**config.mk**
```make
export PLATFORM = sky130hd
export DESIGN_NAME = pl_dmem_arb
export DESIGN_NICKNAME = d
export VERILOG_FILES = /design/src/rtl/pl_dmem_arb.sv
export SDC_FILE = /design/constraint.sdc
export NUM_CORES = 1
export LEC_CHECK = 0
export BUFFER_PORTS_ARGS = -buffer_cell sky130_fd_sc_hd__buf_2
export CAP_MARGIN = 20
export CORE_MARGIN = 3
export CORE_UTILIZATION = 41
export CTS_BUF_LIST = sky130_fd_sc_hd__clkbuf_8
export DETAILED_ROUTE_END_ITERATION = 8
export GPL_ROUTABILITY_DRIVEN = 0
export PLACE_DENSITY = 0.95
export SETUP_SLACK_MARGIN = 0.05
export SYNTH_ARGS = -nofsm -noshare
export SYNTH_HDL_FRONTEND = slang
export SYNTH_SLANG_ARGS = --single-unit
export TNS_END_PERCENT = 5
```
**constraint.sdc**
```tcl
create_clock -name clk -period 2.45 [get_ports clk]
set_input_delay 0.245 -clock clk [delete_from_list [all_inputs] [get_ports clk]]
set_output_delay 0.245 -clock clk [all_outputs]
set_load 0.005 [all_outputs]
```
**src/rtl/pl_dmem_arb.sv**
```systemverilog
// rtl/pl_dmem_arb.sv - data memory arbiter between EX-stage pipeline and host port; optional starvation guard via PL_DMEM_ARB_STARVE_GUARD_EN
module pl_dmem_arb #(
    parameter int NUM_DOMAINS = 1,
    parameter int ADDR_WID    = 16,
    parameter int STARVE_LIM  = 4
) (
    input  logic                     clk,
    input  logic                     reset,
    input  logic                     pl_st_en,
    input  logic                     pl_ld_en,
    input  logic                     pl_inval,
    input  logic [ADDR_WID-1:0]      pl_wr_addr,
    input  logic [ADDR_WID-1:0]      pl_rd_addr,
    input  logic [NUM_DOMAINS*8-1:0] pl_wr_data,
    output logic                     pl_stall,
    input  logic                     host_req,
    input  logic                     host_we,
    input  logic [ADDR_WID-1:0]      host_addr,
    input  logic [NUM_DOMAINS*8-1:0] host_wdata,
    output logic                     host_gnt,
    output logic                     host_rvalid,
    output logic [NUM_DOMAINS*8-1:0] host_rdata,
    output logic                     mem_en,
    output logic                     mem_we,
    output logic [ADDR_WID-1:0]      mem_addr,
    output logic [NUM_DOMAINS*8-1:0] mem_wdata,
    input  logic [NUM_DOMAINS*8-1:0] mem_rdata
);

    localparam int DW = NUM_DOMAINS * 8;

    typedef enum logic [1:0] {
        OWN_IDLE  = 2'd0,
        OWN_PL    = 2'd1,
        OWN_HOST  = 2'd2,
        OWN_FORCE = 2'd3
    } owner_t;

    owner_t          owner_c;
    owner_t          owner_q;
    logic            host_rd_q;
    logic [DW-1:0]   rdata_q;
    logic            pl_req;
    logic            force_host;

    if (STARVE_LIM < 1 || STARVE_LIM > 15) begin : g_bad_lim
        $error("pl_dmem_arb: STARVE_LIM must be within 1..15");
    end

    // An invalidated EX instruction must not touch memory.
    assign pl_req = (pl_st_en | pl_ld_en) & ~pl_inval;

`ifdef PL_DMEM_ARB_STARVE_GUARD_EN
    localparam logic [3:0] LIM = 4'(STARVE_LIM);
    logic [3:0] starve_cnt;

    // Count consecutive cycles the host loses to the pipeline; saturate at the limit.
    always_ff @(posedge clk) begin
        if (!reset) begin
            starve_cnt <= 4'd0;
        end else if (!host_req || host_gnt) begin
            starve_cnt <= 4'd0;
        end else if (owner_c == OWN_PL && starve_cnt != LIM) begin
            starve_cnt <= starve_cnt + 4'd1;
        end
    end

    assign force_host = (starve_cnt == LIM);
    assign pl_stall   = (owner_c == OWN_FORCE) & pl_req;
`else
    assign force_host = 1'b0;
    assign pl_stall   = 1'b0;
`endif

    // Owner selection: forced host first, then pipeline, then host; idle in reset.
    always_comb begin
        owner_c = OWN_IDLE;
        if (!reset) begin
            owner_c = OWN_IDLE;
        end else if (force_host && host_req) begin
            owner_c = OWN_FORCE;
        end else if (pl_req) begin
            owner_c = OWN_PL;
        end else if (host_req) begin
            owner_c = OWN_HOST;
        end
    end

    // Steer the owner's request onto the memory port; a store wins over a simultaneous load.
    always_comb begin
        mem_en    = 1'b0;
        mem_we    = 1'b0;
        mem_addr  = '0;
        mem_wdata = '0;
        case (owner_c)
            OWN_PL: begin
                mem_en    = 1'b1;
                mem_we    = pl_st_en;
                mem_addr  = pl_st_en ? pl_wr_addr : pl_rd_addr;
                mem_wdata = pl_st_en ? pl_wr_data : '0;
            end
            OWN_HOST, OWN_FORCE: begin
                mem_en    = 1'b1;
                mem_we    = host_we;
                mem_addr  = host_addr;
                mem_wdata = host_wdata;
            end
            default: begin
                mem_en    = 1'b0;
            end
        endcase
    end

    assign host_gnt = (owner_c == OWN_HOST) || (owner_c == OWN_FORCE);

    // Read data arrives from the RAM the cycle after the grant; reset drops it.
    assign host_rvalid = reset & host_rd_q & ((owner_q == OWN_HOST) || (owner_q == OWN_FORCE));
    assign host_rdata  = host_rvalid ? mem_rdata : rdata_q;

    // Record last cycle's owner and hold the most recent host read data.
    always_ff @(posedge clk) begin
        if (!reset) begin
            owner_q   <= OWN_IDLE;
            host_rd_q <= 1'b0;
            rdata_q   <= '0;
        end else begin
            owner_q   <= owner_c;
            host_rd_q <= host_gnt & ~host_we;
            if (host_rvalid) begin
                rdata_q <= mem_rdata;
            end
        end
    end

endmodule
```
## Yosys cells after proc, flatten, opt, wreduce, memory -nomap -nowiden

Index checks and enable logic that the tools add are counted.

| cells by class | value |
|---|---|
| shift-type cells | 0 |
| mux-type cells | 10 |
| equality and inequality tests | 5 |
| divide/modulo/power cells | 0 |
| bitwise gates (word level) | 7 |
| reduce and logical (&&, ||, !) cells | 4 |
| magnitude comparators | 0 |
| $mul | 0 |
| add/sub/neg operators | 0 |

Operator list:

| cell | count |
|---|---|
| 16-bit case mux with 2 select lines | 1 |
| 16-bit 2-to-1 mux | 1 |
| 8-bit 2-to-1 mux | 2 |
| 8-bit case mux with 2 select lines | 1 |
| 2-bit equality test, second input constant | 4 |
| 2-bit 2-to-1 mux | 3 |
| 1-bit AND | 4 |
| 3-bit OR reduction | 1 |
| 2-bit by 1-bit equality test with 1-bit output, second input constant | 1 |
| 1-bit logical OR | 2 |
| 1-bit inverter | 2 |
| 1-bit case mux with 2 select lines | 1 |
| 2-bit OR reduction | 1 |
| 1-bit 2-to-1 mux | 1 |
| 1-bit OR | 1 |

| word-level totals | value |
|---|---|
| output and inout bits | 37 |
| memories | 0 |
| bits in read-only memories | 0 |
| logic and storage cells | 29 |
| memory bits (writable) | 0 |
| flip-flop bits (word level) | 11 |
| bits in latches | 0 |

## Depth between registers and ports, before layout

Gate-level depths: netlist of the first run.

| logic depth | value |
|---|---|
| depth after elaboration | 7 |
| depth in mapped cells | 4 |
| depth with buffers taken out | 2 |

## Worst setup path after synthesis of the first run

OpenSTA, ideal clock, no wires.

| timing | value |
|---|---|
| path type | input -> output |
| start point | in host_req |
| end point | out mem_wdata[0] |
| slack | 1.271 ns |
| stages | 4 |
| required time | 2.205 ns |
| data arrival time | 0.934 ns |
| cell sequence | buf_2 -> and2_1 -> buf_2 -> a32o_1 |

| on the way | value |
|---|---|
| word-level cells in the longest chain between the ends | 6 |
| elaborated cells between the ends (all ways) | 8 |

Ends and longest elaborated chain:

| element | RTL line | source |
|---|---|---|
| start, declared | 16 | `input logic host_req,` |
| 2-bit 2-to-1 mux (*) | 84 | `end else if (host_req) begin` |
| 2-bit 2-to-1 mux (*) | 82 | `end else if (pl_req) begin` |
| 2-bit 2-to-1 mux (*) | 78 | `if (!reset) begin` |
| 2-bit equality test | 95 | `case (owner_c)` |
| 2-bit OR reduction | 95 |  |
| 8-bit case mux with 2 select lines (*) | 95 |  |
| end, declared | 26 | `output logic [NUM_DOMAINS*8-1:0] mem_wdata,` |

Mark *: on every way between the ends. The rest lies on a longest branch, timed or not.

## Final worst setup path of the first run

| timing | value |
|---|---|
| start point | in reset |
| end point | out mem_addr[6] |

| on the way | value |
|---|---|
| word-level cells in the longest chain between the ends | 4 |
| elaborated cells between the ends (all ways) | 6 |

Ends and longest elaborated chain:

| element | RTL line | source |
|---|---|---|
| start, declared | 8 | `input logic reset,` |
| 2-bit 2-to-1 mux (*) | 78 |  |
| 2-bit equality test | 95 |  |
| 2-bit OR reduction | 95 |  |
| 16-bit case mux with 2 select lines (*) | 95 |  |
| end, declared | 25 | `output logic [ADDR_WID-1:0] mem_addr,` |

Marked as above.

==> results.md, run 1 <==
| Item | This run | Unit |
|:---|:---|:---|
| Quantity of I/O buffers inserted on ports | 114 | - |
| Setup TNS after final layout | 0 | ns |
| Die Area | 0.00373 | mm2 |
| First-pass GRT wire length | 5710 | um |
| CP Data Arrival Time | 1.65 | ns |
| Via count | 1462 | - |
| Final Hold Vio Count | 0 | - |
| Cell with the largest stage delay on the worst path | nand2b_1 | - |
| Number of I/O pins | 116 | - |
| Family with the most delay on the worst path | simple AND/OR/NAND/NOR gates | - |
| Register-to-register path setup slack | 1.34 | ns |
| Initial Utilization | 44.0 | % |
| Gates resized, CTS repair | 0 | - |
| Max FO, Critical Path | 18 | - |
| Endpoint of the lowest-slack register-to-register path | rdata_q[6] | - |
| Clock sink count | 10 | - |
| Category of the worst setup path capture point | primary output | - |
| Headroom to the max-slew limit | 44.0 | % |
| Combined area of all synthesized cells | 0.00124 | mm2 |
| Area growth from synthesis to final layout | 44.1 | % |
| Cell repeated most along the worst path | buf_2 | - |
| Maximum number of pins on one net before global-route repair | 19 | - |
| Buffer and inverter count on the worst path | 2 | - |
| Number of vias per cell after detailed routing | 5.52 | - |
| RSZ-0062 raised after global routing | no | - |
| Core Box Area | 0.00283 | mm2 |
| Ordered cell list for the critical path | buf_2, nand2b_1, o32ai_1, buf_2 | - |
| Max-slew violation count | 0 | - |
| Setup Skew | 0.00105 | ns |
| Req. time, crit path | 2.20 | ns |
| Top library cells by usage in the layout, fill and taps aside | buf_2, mux2i_1, nand3_1 | - |
| Worst-path clk slew | 0.05 | ns |
| Worst-margin pin slew | 0.840 | ns |
| Number of DRC markers after the initial detailed-route iteration | 72 | - |
| Total Routing Usage GR | 19.9 | % |
| Total DRC errors in the routed layout | 0 | - |
| Longest Clk Path Bufs | 2 | - |
| Final worst path period share | 77.2 | % |
| Time the worst path needs with I/O delays and setup | 1.89 | ns |
| Warnings, synthesis | 0 | - |
| Clk_lat worst skew | 0.23 | ns |
| Global-route congestion overflow total | 0 | - |
| Mapped Nets | 209 | - |
| Pre-antenna DRT Iters | 4 | - |
| Cell Pwr Density | 326 | mW/mm2 |
| Clock tree from TritonCTS | done | - |
| Horiz. Die Dim | 61.1 | um |
| Result of the run | finished clean | - |
| Total design power | 0.000583 | W |
| Cell count after synthesis | 130 | - |
| Number of CTS-inserted buffers | 3 | - |
| Min-delay src | host_we | - |
| Average wire per cell in the routed design | 14.6 | um |
| Detailed-route wire length | 3860 | um |
| Via count of the first global-routing pass | 1456 | - |
| Die boundary height | 61.1 | um |
| Final core utilization | 63.3 | % |
| Final-report setup violation count | 0 | - |
| Fraction of layout instances using a drive strength above 1 | 61.1 | % |
| Register bit count reported by yosys | 10 | - |
| Most common library cell in the layout ignoring fill and taps | buf_2 | - |
| Start of the worst register-to-register path | owner_q[1] | - |
| Maximum capacitance violations | 0 | - |
| Startpoint type of the worst setup path | input pin | - |
| Maximum vdd drop | 0.000174 | V |
| Total of hold buffers inserted after clock tree synthesis | 0 | - |
| Residual antenna-violating net count after detailed routing | 0 | - |
| Number of antenna violations at the first check in global routing | 0 | - |
| Total number of nets in the final design | 314 | - |
| Destination of the worst hold path | host_rd_q | - |
| Critical path's largest stage delay | 0.50 | ns |
| Crit Path Category | in -> out | - |
| HPWL after detailed placement | 2970 | um |
| Number of setup buffers added after CTS | 0 | - |
| Upper clock frequency limit | 529 | MHz |
| Root Buffer | clkbuf_8 | - |
| Leak | 0.965 | nW |
| Worst-case reg-to-reg path depth | 2 | - |
| Antenna cells | 0 | - |
| Number of stages on the worst hold path | 2 | - |
| Number of H-tree branching levels | 1 | - |
| Standard-cell row count | 19 | - |
| Number of unique standard cell types used by synthesis | 29 | - |
| Sequential-to-total area share from yosys stat | 16.1 | % |
| Synth Area per Inst | 9.57 | um2 |
| Worst hold-check path type | in -> reg | - |
metrics by stage:
step	setup slack [ns]	cells	hold WS, ns	cell area [um2]
after floorplan	1.27	130	0.324	1240
final	0.559	265	0.193	1790
after CTS	0.543	265	0.186	1790
after global placement	0.600	261	0.433	1740
after detailed placement	0.543	261	0.434	1740
after global routing	0.408	265	0.208	1790
report_power, final:
| group | switching [W] | internal [W] | leakage (nW) |
|---|---|---|---|
| clock | 0.0000604 | 0.000141 | 0.0288 |
| sequential | 0.00000574 | 0.000165 | 0.0809 |
| combinational | 0.000100 | 0.000111 | 0.855 |
synth_stat cells (all sizes together):
cell,number,share of area (%)
dfxtp,10,16
conb,1,0.30
and3b,1,0.70
nand2,1,0.30
buf,16,11
mux2i,16,13
o21ai,1,0.40
o32ai,16,17
nor3,1,0.40
nand3,17,7.8
a32o,8,6.4
inv,1,0.30
nand2b,1,0.50
clkbuf,1,0.40
nor2,3,1.5
o21ba,1,0.80
mux2,8,7.2
a21boi,8,4.8
and3,8,4.0
and2,1,0.50
o21bai,1,0.91
o21a,8,4.8
a31o,1,0.70
worst register-to-register path, cell delays in order (launching register included):
cell      delay, ns
dfxtp_1        0.62
a21boi_0       0.19
o21a_1         0.20
registers in the layout (all words and copies together), names as in the netlist:
signal,count
host_rd_q,1
rdata_q,8
owner_q,1
final cells by class:
| class | instances | area [um2] |
|---|---|---|
| Clock buffer | 4 | 55.1 |
| Fill cell | 238 | 1040 |
| Inverter | 1 | 3.75 |
| Multi-Input combinational cell | 102 | 901 |
| Sequential cell | 10 | 200 |
| Tap cell | 31 | 38.8 |
| Timing Repair Buffer | 117 | 593 |
kinds of logic (layout without fill, tap and decap cells):
| group | count (synthesis) | in the layout | synth area share [%] |
|---|---|---|---|
| compound gates | 44 | 44 | 36.2 |
| simple gates | 33 | 33 | 15.8 |
| mux | 24 | 24 | 20.1 |
| buf+inv | 18 | 122 | 11.5 |
| flops | 10 | 10 | 16.1 |
| other cells | 1 | 1 | 0.302 |
how the worst max path moves through the flow:
stage,cells after the start,endpoint,from,slack [ns]
2_1_floorplan,4,mem_wdata[0],host_req,1.27
3_3_place_gp,4,mem_addr[6],reset,0.60
3_5_place_dp,4,mem_addr[6],reset,0.54
4_1_cts,4,mem_addr[6],reset,0.54
5_1_grt,4,mem_addr[7],reset,0.41
6_report,4,mem_addr[6],reset,0.56
per-layer routing:
layer | up-vias | GRT usage (%) | wire (um)
li1 | 728 | - | -
met1 | 656 | 20.8 | 1460
met2 | 70 | 38.4 | 2030
met3 | 8 | 3.35 | 311
met4 | 0 | 8.67 | 53
met5 | - | 0 | 0
Power figures use the tool's default switching activity.
==> run 2: changes to the inputs <==
--- a/config.mk
+++ b/config.mk
@@ -8,11 +8,11 @@
 export BUFFER_PORTS_ARGS = -buffer_cell sky130_fd_sc_hd__buf_2
 export CAP_MARGIN = 20
 export CORE_MARGIN = 3
-export CORE_UTILIZATION = 41
+export CORE_UTILIZATION = 34
 export CTS_BUF_LIST = sky130_fd_sc_hd__clkbuf_8
 export DETAILED_ROUTE_END_ITERATION = 8
 export GPL_ROUTABILITY_DRIVEN = 0
-export PLACE_DENSITY = 0.95
+export PLACE_DENSITY = 0.9
 export SETUP_SLACK_MARGIN = 0.05
 export SYNTH_ARGS = -nofsm -noshare
 export SYNTH_HDL_FRONTEND = slang
==> constraint.sdc (replaced) <==
create_clock -name clk -period 1.65 [get_ports clk]
set_input_delay 0.165 -clock clk [delete_from_list [all_inputs] [get_ports clk]]
set_output_delay 0.165 -clock clk [all_outputs]
set_load 0.005 [all_outputs]
==> run 2 against run 1 <==
Critical path depth decreased by 1. Sequential cell count unchanged. Routed wire length decreased by 1.5%. First-iteration DRC count decreased by 42%. Setup slack got worse by 0.27 ns. Clock skew increased by 0.0016 ns. Critical path type is now reg -> out. Largest power group unchanged.
==> results.md, run 2 (synthesized netlist as in run 1, its figures left out) <==
| Item | This run | Unit | Delta |
|:---|:---|:---|:---|
| Result of the run | finished clean | - |  |
| Final-report setup violation count | 0 | - | unchanged |
| Category of the worst setup path capture point | primary output | - |  |
| Maximum vdd drop | 0.000287 | V | +64% |
| Headroom to the max-slew limit | 65.7 | % | +22 points |
| Max-slew violation count | 0 | - | unchanged |
| Initial Utilization | 36.1 | % | -7.8 points |
| Post-route design area | 0.00185 | mm2 | +3.1% |
| Number of CTS-inserted buffers | 3 | - | unchanged |
| Clock tree from TritonCTS | done | - |  |
| HPWL after detailed placement | 3050 | um | +2.7% |
| Maximum capacitance violations | 0 | - | unchanged |
| First-pass GRT wire length | 5870 | um | +2.7% |
| Residual antenna-violating net count after detailed routing | 0 | - | unchanged |
| Worst hold-check path type | in -> reg | - |  |
| Number of DRC markers after the initial detailed-route iteration | 42 | - | -42% |
| Number of setup buffers added after CTS | 0 | - | unchanged |
| Average wire per cell in the routed design | 13.3 | um | -8.4% |
| Die Area | 0.00442 | mm2 | +18% |
| Longest Clk Path Bufs | 2 | - | unchanged |
| Fraction of layout instances using a drive strength above 1 | 61.9 | % | +0.81 points |
| Setup Skew | 0.00270 | ns | +0.00165 ns |
| Cell Pwr Density | 477 | mW/mm2 | +47% |
| CP Data Arrival Time | 1.20 | ns | -0.45 ns |
| Startpoint type of the worst setup path | flip-flop | - |  |
| Gates resized, CTS repair | 0 | - | unchanged |
| Max FO, Critical Path | 9 | - | -9 |
| Clock sink count | 10 | - | unchanged |
| Worst-path clk slew | 0.05 | ns | about the same |
| Crit Path Category | reg -> out | - |  |
| Req. time, crit path | 1.48 | ns | -0.72 ns |
| Sequential cell area | 200 | um2 | unchanged |
| Most common library cell in the layout ignoring fill and taps | buf_2 | - |  |
| Routed metal-1 wirelength | 1480 | um | +1.4% |
| Wire length on met2 | 1940 | um | -4.5% |
| DR top layer | met4 | - |  |
| Via count | 1499 | - | +2.5% |
| Number of antenna violations at the first check in global routing | 0 | - | unchanged |
| Detail Route met3 WL | 341 | um | +9.6% |
| Upper clock frequency limit | 734 | MHz |  |
| Post-DP Area | 0.00179 | mm2 | +3.2% |
| Time the worst path needs with I/O delays and setup | 1.36 | ns |  |
| Core Box Area | 0.00344 | mm2 | +22% |
| Total of hold buffers inserted after clock tree synthesis | 0 | - | unchanged |
| Antenna cells | 0 | - | unchanged |
| Number of I/O pins | 116 | - | unchanged |
| Final worst path period share | 82.6 | % |  |
| Via count of the first global-routing pass | 1391 | - | -4.5% |
| Largest reg by FF count | rdata_q | - |  |
| Total area of multi-input combinational cells | 901 | um2 | unchanged |
| Total DRC errors in the routed layout | 0 | - | unchanged |
| Leak | 0.990 | nW | +2.6% |
| Horiz. Die Dim | 66.5 | um | +8.8% |
| Total number of nets in the final design | 319 | - | +1.6% |
| Ordered cell list for the critical path | nand3_4, mux2_2, buf_2 | - |  |
| Number of H-tree branching levels | 1 | - | unchanged |
| Pre-antenna DRT Iters | 4 | - | unchanged |
| Setup TNS after final layout | 0 | ns | unchanged |
| Layout filler cell count | 335 | - | +41% |
| RSZ-0062 raised after global routing | no | - |  |
| Maximum number of pins on one net before global-route repair | 20 | - | +1 |
| Final Hold Vio Count | 0 | - | unchanged |
| Standard-cell row count | 21 | - | +2 |
| Cell with the largest stage delay on the worst path | mux2_2 | - |  |
| Die boundary height | 66.5 | um | +8.8% |
| Critical path's largest stage delay | 0.35 | ns | -0.15 ns |
| Detailed-route wire length | 3800 | um | -1.5% |
| Global-route congestion overflow total | 0 | - | unchanged |
| Largest registers ranked by flip-flop count | rdata_q (8), host_rd_q (1), owner_q (1) | - |  |
| Top library cells by usage in the layout, fill and taps aside | buf_2, mux2i_1, nand3_1 | - |  |
| Total Routing Usage GR | 16.6 | % | -3.3 points |
| Root Buffer | clkbuf_8 | - |  |
| Quantity of I/O buffers inserted on ports | 114 | - | unchanged |
| Worst-margin pin slew | 0.513 | ns | -0.327 ns |
| Number of vias per cell after detailed routing | 5.26 | - | -4.7% |
| Area growth from synthesis to final layout | 48.6 | % |  |
| Clk_lat worst skew | 0.24 | ns | about the same |
| Max reg flops | 8 | - | unchanged |
-- run 2: cell count changes in the layout (fill, tap and decap cells not counted), sizes merged --
cell	before	now
buf	117	122
-- run 2: area by class of cell --
type                            count  area share (%)
Multi-Input combinational cell    102            48.7
Clock buffer                        4            2.98
Inverter                            1           0.203
Tap cell                           46            3.11
Timing Repair Buffer              122            34.1
Sequential cell                    10            10.8
-- run 2: power by group --
| part | leakage [nW] | switching (W) | internal (W) | total [W] |
|---|---|---|---|---|
| Sequential | 0.0809 | 0.00000238 | 0.000245 | 0.000248 |
| Combinational | 0.880 | 0.000154 | 0.000172 | 0.000326 |
| Clock | 0.0288 | 0.0000982 | 0.000210 | 0.000308 |
| Total | 0.990 | 0.000255 | 0.000627 | 0.000882 |
-- run 2: routing by layer --
layer	global-route usage [%]	vias to the layer above
met5	0	-
met4	4.31	0
met3	2.87	4
met2	32.0	73
met1	18.3	684
li1	-	738
-- run 2: critical path: cells and delay by family, from the launching register on --
family,cells,cell delay [ns]
buffers and inverters,1,0.12
DFF,1,0.33
muxes,1,0.35
and+or+nand+nor,1,0.16
-- run 2: stage by stage --
stage / util, % / worst slack, ns / instances / power (W) / hold slack (ns)
after floorplan: - / 0.631 / 130 / 0.000438 / 0.244
after global placement: 52.1 / 0.384 / 281 / 0.000575 / 0.365
after detailed placement: 52.1 / 0.344 / 281 / 0.000581 / 0.365
after CTS: 53.7 / 0.267 / 285 / 0.000896 / 0.114
after global routing: 53.7 / 0.222 / 285 / 0.000937 / 0.119
final: 53.7 / 0.288 / 285 / 0.000882 / 0.121
-- run 2: path summary, 6_finish.rpt --
kind	start	to	slack, ns	cells past startpoint
worst max-delay path	owner_q[1]	host_rdata[6]	0.29	3
worst min-delay path	host_we	host_rd_q	0.12	2
worst max register to register	owner_q[1]	rdata_q[3]	0.68	3
worst min register to register	rdata_q[7]	rdata_q[7]	0.61	2
==> run 3: changes to the inputs <==
--- a/config.mk
+++ b/config.mk
@@ -8,11 +8,11 @@
 export BUFFER_PORTS_ARGS = -buffer_cell sky130_fd_sc_hd__buf_2
 export CAP_MARGIN = 20
 export CORE_MARGIN = 3
-export CORE_UTILIZATION = 34
+export CORE_UTILIZATION = 38
 export CTS_BUF_LIST = sky130_fd_sc_hd__clkbuf_8
 export DETAILED_ROUTE_END_ITERATION = 8
 export GPL_ROUTABILITY_DRIVEN = 0
-export PLACE_DENSITY = 0.9
+export PLACE_DENSITY = 0.94
 export SETUP_SLACK_MARGIN = 0.05
 export SYNTH_ARGS = -nofsm -noshare
 export SYNTH_HDL_FRONTEND = slang
==> constraint.sdc (replaced) <==
create_clock -name clk -period 1.3 [get_ports clk]
set_input_delay 0.13 -clock clk [delete_from_list [all_inputs] [get_ports clk]]
set_output_delay 0.13 -clock clk [all_outputs]
set_load 0.005 [all_outputs]
==> run 3 against run 2 <==
The run now ends with negative setup slack left. Count of clock-buffer cells in the layout is the same. Routed wire length is 0.32% higher. Sequential share of layout area fell by 0.31 points. Setup slack worse by 0.29 ns. Hold slack got worse by 0.031 ns. Via count barely moved. Die area shrank 9.6%. Design area is 4.2% higher. Combinational power up 34%. Clock power is 24% higher. Critical endpoint is now host_rdata[3]. Largest cell class unchanged.
==> results.md, run 3 (synthesized netlist as in run 1, its figures left out) <==
| Item | This run | Unit | Delta |
|:---|:---|:---|:---|
| Result of the run | finished with violations | - |  |
| Violations in the final reports | negative setup slack | - |  |
| Horiz. Die Dim | 63.2 | um | -4.9% |
| Core Box Area | 0.00308 | mm2 | -11% |
| Category of the worst setup path capture point | primary output | - |  |
| Largest reg by FF count | rdata_q | - |  |
| Clock sink count | 10 | - | unchanged |
| Setup Skew | 0.00463 | ns | +0.00193 ns |
| Top library cells by usage in the layout, fill and taps aside | buf_2, mux2i_1, nand3_1 | - |  |
| Via count of the first global-routing pass | 1476 | - | +6.1% |
| Non-filler cells in the finished layout | 285 | - | unchanged |
| Final-report setup violation count | 1 | - | +1 |
| Register-to-register path setup slack | 0.32 | ns | -0.36 ns |
| Total number of nets in the final design | 321 | - | +0.63% |
| Die boundary height | 63.2 | um | -4.9% |
| Maximum capacitance violations | 0 | - | unchanged |
| Req. time, crit path | 1.17 | ns | -0.31 ns |
| Via count | 1500 | - | +0.067% |
| Most common library cell in the layout ignoring fill and taps | buf_2 | - |  |
| Leak | 1.01 | nW | +2.5% |
| Total Routing Usage GR | 19.4 | % | +2.8 points |
| Total DRC errors in the routed layout | 0 | - | unchanged |
| Cell Pwr Density | 591 | mW/mm2 | +24% |
| Die Area | 0.00400 | mm2 | -9.6% |
| Final Hold Vio Count | 0 | - | unchanged |
| DP Cell Count | 280 | - | -0.36% |
| Residual antenna-violating net count after detailed routing | 0 | - | unchanged |
| Maximum vdd drop | 0.000455 | V | +59% |
| Time the worst path needs with I/O delays and setup | 1.30 | ns |  |
| Upper clock frequency limit | 769 | MHz |  |
| Final worst path period share | 100 | % |  |
| Antenna cells | 0 | - | unchanged |
| Final worst-path setup slack | -0.000449 | ns | -0.288 ns |
| Max-slew violation count | 0 | - | unchanged |
| Crit Path Category | reg -> out | - |  |
| Number of vias per cell after detailed routing | 5.26 | - | about the same |
| Number of I/O pins | 116 | - | unchanged |
| Area growth from synthesis to final layout | 54.8 | % |  |
| RSZ-0062 raised after global routing | yes | - |  |
| Clk_lat worst skew | 0.24 | ns | about the same |
| Worst hold-check path type | in -> reg | - |  |
| Maximum number of pins on one net before global-route repair | 20 | - | unchanged |
| Number of antenna violations at the first check in global routing | 0 | - | unchanged |
| Average wire per cell in the routed design | 13.4 | um | +0.32% |
| CP Data Arrival Time | 1.17 | ns | -0.03 ns |
| Pre-antenna DRT Iters | 4 | - | unchanged |
| Setup TNS after final layout | -0.000449 | ns | -0.000449 ns |
| HPWL after detailed placement | 3030 | um | -0.55% |
| Global-route congestion overflow total | 0 | - | unchanged |
| Max reg flops | 8 | - | unchanged |
| Longest Clk Path Bufs | 2 | - | unchanged |
| Clock tree from TritonCTS | done | - |  |
| Number of CTS-inserted buffers | 3 | - | unchanged |
| Quantity of I/O buffers inserted on ports | 114 | - | unchanged |
| Worst-path clk slew | 0.04 | ns | about the same |
| Number of DRC markers after the initial detailed-route iteration | 51 | - | +21% |
| Total of hold buffers inserted after clock tree synthesis | 0 | - | unchanged |
| Detailed-route wire length | 3810 | um | +0.32% |
| Number of H-tree branching levels | 1 | - | unchanged |
| Fraction of layout instances using a drive strength above 1 | 63.1 | % | +1.1 points |
| Standard-cell row count | 20 | - | -4.8% |
| Number of setup buffers added after CTS | 0 | - | unchanged |
| Max FO, Critical Path | 5 | - | -4 |
| First-pass GRT wire length | 6420 | um | +9.4% |
| Largest registers ranked by flip-flop count | rdata_q (8), host_rd_q (1), owner_q (1) | - |  |
| Initial Utilization | 40.4 | % | +4.3 points |
| Startpoint type of the worst setup path | flip-flop | - |  |
| Root Buffer | clkbuf_8 | - |  |
==> run 3: changes by cell type in the layout (fill, tap and decap cells not counted), sizes merged <==
cell / previous run / this run
clkbuf: 4 / 5
nand3: 17 / 18
==> run 3: metal layers <==
layer / share of wire [%] / routed length, um / vias up / global-route usage [%]
met5: 0 / 0 / - / 0
met4: 0.55 / 21 / 0 / 3.23
met3: 8.8 / 334 / 2 / 5.17
met2: 51 / 1960 / 71 / 35.7
met1: 39 / 1500 / 684 / 22.5
li1: - / - / 743 / -
==> run 3: cell type report <==
class	count	area (um2)
Sequential cell	10	203
Tap cell	44	55.1
Fill cell	287	1150
Inverter	1	3.75
Clock buffer	4	55.1
Timing Repair Buffer	123	691
Multi-Input combinational cell	103	918
==> run 3: worst max-delay path, stage by stage (launching register included) <==
cell     delay [ns]
dfxtp_2        0.35
nand3_4        0.12
mux2_2         0.35
buf_2          0.13
==> run 3: power breakdown <==
part	internal [W]	switching (W)
Combinational	0.000238	0.000200
Clock	0.000266	0.000117
Sequential	0.000312	0.00000552
==> run 3: through the flow <==
stage	util (%)	setup slack (ns)	cell area (um2)	total power (W)	hold WS, ns
floorplan	-	0.322	1240	0.000556	0.209
global placement	60.0	0.203	1850	0.000750	0.342
detailed placement	60.0	0.182	1850	0.000761	0.341
CTS	62.2	-0.00901	1920	0.00115	0.0890
global route	62.6	-0.0406	1930	0.00121	0.0910
finish	62.6	-0.000449	1930	0.00114	0.0899
==> run 3: worst paths after layout <==
check | from | to | cells after the start
worst max-delay path | owner_q[1] | host_rdata[3] | 3
worst min-delay path | host_we | host_rd_q | 2
worst max register to register | owner_q[1] | rdata_q[0] | 3
worst min register to register | rdata_q[6] | rdata_q[6] | 2
==> run 3: repair_timing <==
item                                    CTS  global route
endpoints found under the setup margin    8             8
gates resized for setup                   2             2
gates cloned                              1             0
pin swaps                                 1             1
